## src/rtl/pwl_interp_if.sv

```systemverilog
// Stream interface for pwl_interp: sample input x and interpolated output y, each with
// valid/ready. The slave modport is the interpolator side.
`timescale 1ns/1ps

interface pwl_interp_if #(
    parameter int unsigned DSIZE = 16,
    parameter int unsigned XSIZE = 8
);
    logic [XSIZE-1:0] x_in;
    logic             x_valid;
    logic             x_ready;
    logic [DSIZE-1:0] y_out;
    logic             y_valid;
    logic             y_ready;

    modport master (
        output x_in, x_valid, y_ready,
        input  x_ready, y_out, y_valid
    );

    modport slave (
        input  x_in, x_valid, y_ready,
        output x_ready, y_out, y_valid
    );
endinterface

```

## src/rtl/pwl_interp.sv

```systemverilog
// Piecewise-linear interpolator: y = C[seg] + delta[seg]*off over uniform segments, in a
// three-stage valid/ready pipeline. Define PWL_ROUND_EN for round-half-up instead of truncation.
`timescale 1ns/1ps

module pwl_interp #(
    parameter int unsigned DSIZE     = 16,
    parameter int unsigned DT_I      = 8,
    parameter int unsigned DT_D      = 4,
    parameter int unsigned SEG_SHIFT = 4,
    parameter int unsigned NSEG      = 16,
    parameter int unsigned XSIZE     = $clog2(NSEG) + SEG_SHIFT
) (
    input  logic                            clock,
    input  logic                            rst_n,
    input  logic                            cal_valid,
    input  logic [(NSEG+1)*DSIZE-1:0]       knots,
    input  logic [NSEG*(DT_I+DT_D)-1:0]     deltas,
    pwl_interp_if.slave                     bus
);
    localparam int unsigned DW = DT_I + DT_D;
    localparam int unsigned PW = DW + SEG_SHIFT;
    localparam int unsigned SW = XSIZE - SEG_SHIFT;

    typedef enum logic [1:0] {StIdle, StRun, StDrain} state_e;

    state_e                 state_q;
    logic                   s1_valid_q, s2_valid_q, y_valid_q;
    logic [DSIZE-1:0]       s1_c_q, s2_c_q, y_out_q;
    logic [DW-1:0]          s1_delta_q;
    logic [SEG_SHIFT-1:0]   s1_off_q;
    logic [PW-1:0]          s2_prod_q;

    logic [SW-1:0]          seg;
    logic [SEG_SHIFT-1:0]   off;
    logic                   stall, accept, pipe_empty;
    logic [PW-1:0]          prod;
    logic [PW:0]            prod_r;
    logic [PW-DT_D:0]       inc;
    logic [DSIZE:0]         sum;
    logic [DSIZE-1:0]       y_next;

    assign seg        = bus.x_in[XSIZE-1:SEG_SHIFT];
    assign off        = bus.x_in[SEG_SHIFT-1:0];
    assign stall      = y_valid_q & ~bus.y_ready;
    // Combinational on cal_valid so a falling table-valid blocks acceptance immediately.
    assign bus.x_ready = (state_q == StRun) & cal_valid & ~stall;
    assign accept     = bus.x_valid & bus.x_ready;
    assign pipe_empty = ~s1_valid_q & ~s2_valid_q & ~y_valid_q;

    assign prod = PW'(s1_delta_q) * PW'(s1_off_q);

`ifdef PWL_ROUND_EN
    localparam logic [PW:0] RHALF = {{PW{1'b0}}, 1'b1} << (DT_D - 1);
    assign prod_r = {1'b0, s2_prod_q} + RHALF;
`else
    assign prod_r = {1'b0, s2_prod_q};
`endif

    assign inc    = prod_r[PW:DT_D];
    assign sum    = {1'b0, s2_c_q} + (DSIZE+1)'(inc);
    assign y_next = sum[DSIZE] ? {DSIZE{1'b1}} : sum[DSIZE-1:0];

    // Control path: FSM, stage valids and the registered output.
    always_ff @(posedge clock) begin
        if (!rst_n) begin
            state_q    <= StIdle;
            s1_valid_q <= 1'b0;
            s2_valid_q <= 1'b0;
            y_valid_q  <= 1'b0;
            y_out_q    <= '0;
        end else begin
            unique case (state_q)
                StIdle:  if (cal_valid) state_q <= StRun;
                StRun:   if (!cal_valid) state_q <= pipe_empty ? StIdle : StDrain;
                StDrain: if (pipe_empty) state_q <= StIdle;
                default: state_q <= StIdle;
            endcase
            if (!stall) begin
                s1_valid_q <= accept;
                s2_valid_q <= s1_valid_q;
                y_valid_q  <= s2_valid_q;
                if (s2_valid_q) y_out_q <= y_next;
            end
        end
    end

    // Datapath: tables are sampled once at S1 so in-flight samples survive table changes.
    always_ff @(posedge clock) begin
        if (!stall) begin
            if (accept) begin
                s1_c_q     <= knots[int'(seg)*DSIZE +: DSIZE];
                s1_delta_q <= deltas[int'(seg)*DW +: DW];
                s1_off_q   <= off;
            end
            if (s1_valid_q) begin
                s2_c_q    <= s1_c_q;
                s2_prod_q <= prod;
            end
        end
    end

    assign bus.y_out   = y_out_q;
    assign bus.y_valid = y_valid_q;
endmodule
```

## src/flat_wrapper.sv

```systemverilog
// flat-port wrapper written by rule: the top's interface ports become plain ports
module pwl_interp_flat 
#(
    parameter int unsigned DSIZE     = 16,
    parameter int unsigned DT_I      = 8,
    parameter int unsigned DT_D      = 4,
    parameter int unsigned SEG_SHIFT = 4,
    parameter int unsigned NSEG      = 16,
    parameter int unsigned XSIZE     = $clog2(NSEG) + SEG_SHIFT
)
  (clock, rst_n, cal_valid, knots, deltas, bus_x_in, bus_x_valid, bus_y_ready, bus_x_ready, bus_y_out, bus_y_valid);
  pwl_interp_if #(.DSIZE(DSIZE), .XSIZE(XSIZE)) bus_i ();
  input  logic clock;
  input  logic rst_n;
  input  logic cal_valid;
  input  logic [(NSEG+1)*DSIZE-1:0] knots;
  input  logic [NSEG*(DT_I+DT_D)-1:0] deltas;
  input wire logic [$bits(bus_i.x_in)-1:0] bus_x_in;
  input wire logic [$bits(bus_i.x_valid)-1:0] bus_x_valid;
  input wire logic [$bits(bus_i.y_ready)-1:0] bus_y_ready;
  output wire logic [$bits(bus_i.x_ready)-1:0] bus_x_ready;
  output wire logic [$bits(bus_i.y_out)-1:0] bus_y_out;
  output wire logic [$bits(bus_i.y_valid)-1:0] bus_y_valid;
  assign bus_i.x_in = bus_x_in;
  assign bus_i.x_valid = bus_x_valid;
  assign bus_i.y_ready = bus_y_ready;
  assign bus_x_ready = bus_i.x_ready;
  assign bus_y_out = bus_i.y_out;
  assign bus_y_valid = bus_i.y_valid;
  pwl_interp #(.DSIZE(DSIZE), .DT_I(DT_I), .DT_D(DT_D), .SEG_SHIFT(SEG_SHIFT), .NSEG(NSEG), .XSIZE(XSIZE)) u_core (.clock(clock), .rst_n(rst_n), .cal_valid(cal_valid), .knots(knots), .deltas(deltas), .bus(bus_i));
endmodule
```

## config.mk

```make
export PLATFORM = sky130hd
export DESIGN_NAME = pwl_interp_flat
export DESIGN_NICKNAME = d
export VERILOG_FILES = /design/src/rtl/pwl_interp_if.sv /design/src/rtl/pwl_interp.sv /design/src/flat_wrapper.sv
export SDC_FILE = /design/constraint.sdc
export NUM_CORES = 1
export LEC_CHECK = 0
export BUFFER_PORTS_ARGS = -buffer_cell sky130_fd_sc_hd__buf_4
export CAP_MARGIN = 20
export CORE_AREA = 2 2 193 195
export CTS_CLUSTER_DIAMETER = 60
export CTS_CLUSTER_SIZE = 14
export DETAILED_ROUTE_END_ITERATION = 8
export DIE_AREA = 0 0 195 197
export PLACE_DENSITY = 0.5
export SYNTH_ARGS = -nofsm -noshare
export SYNTH_HDL_FRONTEND = slang
export SYNTH_SLANG_ARGS = --single-unit
export TNS_END_PERCENT = 10
```

## constraint.sdc

```tcl
create_clock -name clock -period 4.8 [get_ports clock]
set_input_delay 0.48 -clock clock [delete_from_list [all_inputs] [get_ports clock]]
set_output_delay 0.48 -clock clock [all_outputs]
set_load 0.05 [all_outputs]
```

Word-level counts from Yosys, hierarchy flattened

Cells that the tools add are included.
Widths: inputs -> output; s select.

Word-level logic and storage cells: 42
Register bits after elaboration: 85
Input port bits: 477
Output and inout port bits: 18

Reductions and logical operators: 5
Equal/unequal tests: 5
Bitwise logic cells: 11
Shift operators: 2
Add/subtract/negate cells: 1
Multipliers: 2
Multiplexer cells: 6

Operator list:

| cell                | number |
|---|---|
| $shiftx 272x9->16   | 1 |
| $shiftx 192x9->12   | 1 |
| $add 16x12->17      | 1 |
| $mul 12x4->16       | 1 |
| $mux 16             | 1 |
| $mux 2              | 4 |
| $and 1x1->1         | 6 |
| $mul 4x2->6 const B | 1 |
| $pmux 2 s3          | 1 |
| $reduce_and 2->1    | 3 |
| $not 1->1           | 5 |
| $ne 2x2->1 const B  | 2 |
| $reduce_and 3->1    | 1 |
| $eq 2x1->1 const B  | 1 |
| $eq 2x2->1 const B  | 1 |
| $logic_not 2->1     | 1 |
| $ne 2x1->1 const B  | 1 |

Longest topological paths before layout

Word-level depth: 6
Mapped depth: 14
Gate-level depth less buffers: 14

Least setup slack after synthesis

No wires, ideal clock.

Path kind: register to register
From: register u_core.s1_off_q[1]
To: register u_core.s2_prod_q[13] (data pin)
Arrival: 3231 ps
Cell stages (with the launch flop): 15
Period minus slack after synthesis: 3488 ps
Setup slack: 1312 ps
Path through: edfxtp_1 clkbuf_1 and2_1 fa_1 inv_1 fa_1 inv_1 ha_1 a21oi_1 nor2b_1 o41a_1 o21ai_1 o21bai_1 a21o_1 xor2_1

Longest elaborated chain between the ends: 1

RTL lines:

| what                   | RTL line         | source |
|---|---|---|
| from (decl)            | pwl_interp.sv:30 | `logic [SEG_SHIFT-1:0] s1_off_q;` |
| from (signal assigned) | pwl_interp.sv:93 | `s1_off_q <= off;` |
| $mul 12x4->16          | pwl_interp.sv:50 | `assign prod = PW'(s1_delta_q) * PW'(s1_off_q);` |
| net u_core.prod[13]    | pwl_interp.sv:36 | `logic [PW-1:0] prod;` |
| to (signal assigned)   | pwl_interp.sv:97 | `s2_prod_q <= prod;` |
| to (decl)              | pwl_interp.sv:31 | `logic [PW-1:0] s2_prod_q;` |

The timed path passes the listed nets, and every way through them passes these cells.
A chain may end at the register's enable or synchronous reset.

Final worst setup path

Ends and elaborated chain as after synthesis.

==> metrics <==
Detail Placement HPWL=29500 um; Avg Cell Area, Syn=14.1 sq um; post-CTS resize count=0; top cells by area, synth=mux4_2, edfxtp_1, dfxtp_1; achievable frequency=0.269 GHz; clock buffer depth=2; CP Launch Point=u_core.s1_off_q[1]; r2r endpoint=u_core.s2_prod_q[13]; total die area=0.0384 sq mm; total CTS buffers=9; GRT Total Usage=0.170; Max-Cap Viols=0; Vias/cell=4.63; Max Slew Vio Count=0; CP startpoint kind=flop; proportion of layout cells with a drive suffix above 1=0.618; pin count of the biggest net entering global routing=68; PortBufs=478; htree depth=3; Die W=195 um; pwr/cell area=183 mW/mm^2; Post-Synthesis Cells=557; CTS tree=yes; total design power=2.22 mW; Max VDD drop=172 uV; Yosys cell types=45; worst-margin pin slew=0.980 ns; worst hold slack=0.314 ns; FFs w/ async S/R, synth=0; final hold violations=0; # DRC=0; Top-Level Pins=495; Data arrival, critical path=3.81 ns; synthesized area=0.00784 sq mm; met1 Usage GRT=0.204; Synth area leader=mux4_2; CP Capture Point=u_core.s2_prod_q[13]; RSZ-0062 raised after global routing=false; number of nets in the layout=1539; crit share post-route=0.775; Worst Reg-to-Reg Cells=13; Yosys top cell area share=0.359; Syn-to-layout area delta=54.9%; placed instance count=1469; most frequent cell after synthesis=mux4_2; Post-Route Setup TNS=0 ns; Routed WL=33800 um; met2 global-route usage=0.291; setup violators final=0; status=completed; Hold Path Class=in -> reg; ys flop type=edfxtp_1; Worst R2R Start=u_core.s1_off_q[1]; type of the worst setup path=reg -> reg; vias in the first global route=7397; GR Layer Usage met3=0.0592; core footprint=0.0363 sq mm; Post-Route Skew=0.00860 ns; Post-synth top cells=mux4_2, edfxtp_1, inv_1, and2_1; Core Rows=70; first-pass GRT wire length=47700 um; Worst path slowest cell=edfxtp_1; reg-to-reg setup timing slack=1.08 ns; initial antenna violation count=9; Syn Nets=1084; Worst EP required=4.89 ns; Setup crit end kind=flop; CTS Sinks=81; root buf cell=clkbuf_16; Die Ht=197 um; Seq/Total Area, Yosys=0.283; critical-path maximum fanout=11; most used routing layer=met2; P_leak=5.23 nW; first-pass detailed-route iteration total=4; final std cells w/o fill=1487; routed vias=6890; final core utilization=0.335; Clock Latency Late Sink=0.34 ns; crit path cell chain=and2_1 -> fa_1 -> inv_1 -> fa_1 -> inv_1 -> ha_1 -> a21oi_1 -> nor2b_1 -> o41a_1 -> o21ai_1 -> o21bai_1 -> a21o_1 -> xor2_1; Post-CTS Setup Inserts=0; Slew HR=0.346; clock slew at reported path FFs=0.06 ns; DR WL/cell=22.7 um; hold_buf cts=0; Initial Util=0.216; gpl congestion=0.873; synth warn=0; Seq cells post-synth=81; EDFF count, synth=60; max incr delay on CP=0.53 ns; Antenna Nets Post-Route=0; GR Overflow Total=0; final worst path period need=3.72 ns; initial DRC count=390
==> cell usage in the layout, fill, tap and decap left out, types with 3 or more instances in the layout <==
cell       count
nor3_1         6
a211oi_1       3
and2_1        32
inv_1         43
dfxtp_1       21
a41oi_1        3
a21oi_1       30
edfxtp_1      60
ha_1          30
and3_1         3
nand2b_1       3
nand3_1        3
xnor2_1        8
nor2b_1        8
buf_4        481
a31oi_1        3
mux4_2       125
clkbuf_16      9
o21ai_0       22
nor2_1        10
nand2_1       26
xor2_1        12
mux4_1        15
o21a_1         7
fa_1          20
==> how the worst min path moves through the flow <==
stage | from | to | slack [ns] | depth (start not counted)
4_1_cts | bus_x_in[1] | u_core.s1_off_q[1] | 0.30 | 1
3_3_place_gp | u_core.s1_c_q[2] | u_core.s2_c_q[2] | 0.40 | 0
5_1_grt | bus_x_in[1] | u_core.s1_off_q[1] | 0.30 | 1
3_5_place_dp | u_core.s1_c_q[5] | u_core.s2_c_q[5] | 0.41 | 0
6_report | bus_x_in[1] | u_core.s1_off_q[1] | 0.31 | 1
2_1_floorplan | u_core.s1_c_q[0] | u_core.s2_c_q[0] | 0.40 | 0
==> stage by stage <==
step                cell area (sq um)  worst slack [ns]
floorplan                        7840              1.31
global placement                11800              1.06
detailed placement              11800              1.05
CTS                             12100              1.05
global route                    12100             0.778
finish                          12100              1.08
==> registers in the layout, summed over array words and instances (netlist names) <==
register	flops
u_core.bus.y_out	16
u_core.s1_c_q	16
u_core.s2_c_q	16
u_core.s1_delta_q	12
u_core.s2_prod_q	12
u_core.s1_off_q	4
u_core.state_q	2
u_core.bus.y_valid	1
u_core.s1_valid_q	1
u_core.s2_valid_q	1
==> cell type report <==
class | instances | area (sq um)
well taps | 468 | 586
inverters | 43 | 161
repair buffers | 484 | 3660
clock inverters | 6 | 66.3
diodes | 2 | 5.00
multi-input cells | 393 | 5210
flip-flops and latches | 81 | 2220
fillers | 3661 | 24100
clock buffers | 10 | 229
==> worst max-delay path, delay by kind of cell, from the launching register on <==
kind	cells	cell delay, ns
flip-flops	1	0.53
buffers and inverters	2	0.09
AO/OA/AOI/OAI	5	1.11
AND/OR/NAND/NOR	2	0.30
XOR/XNOR	1	0.13
adder cells (fa/ha/maj)	3	1.32
==> kinds of logic after synthesis <==
group | after synthesis | synth area share
mux | 141 | 0.411
simple gates | 100 | 0.0672
buf+inv | 83 | 0.0522
compound gates | 82 | 0.0651
flops | 81 | 0.283
fa+ha+maj | 50 | 0.0990
xor+xnor | 20 | 0.0223
==> layer usage <==
metal	part of all wire	wire length, um
met5	0.0020	66
met4	0.020	684
met3	0.085	2860
met2	0.51	17100
met1	0.39	13100
==> report_power, final <==
part | switching, mW | internal, mW
combinational | 0.267 | 0.486
sequential | 0.00808 | 0.776
clock | 0.279 | 0.405
No activity file was read; power rests on OpenSTA's default activity.
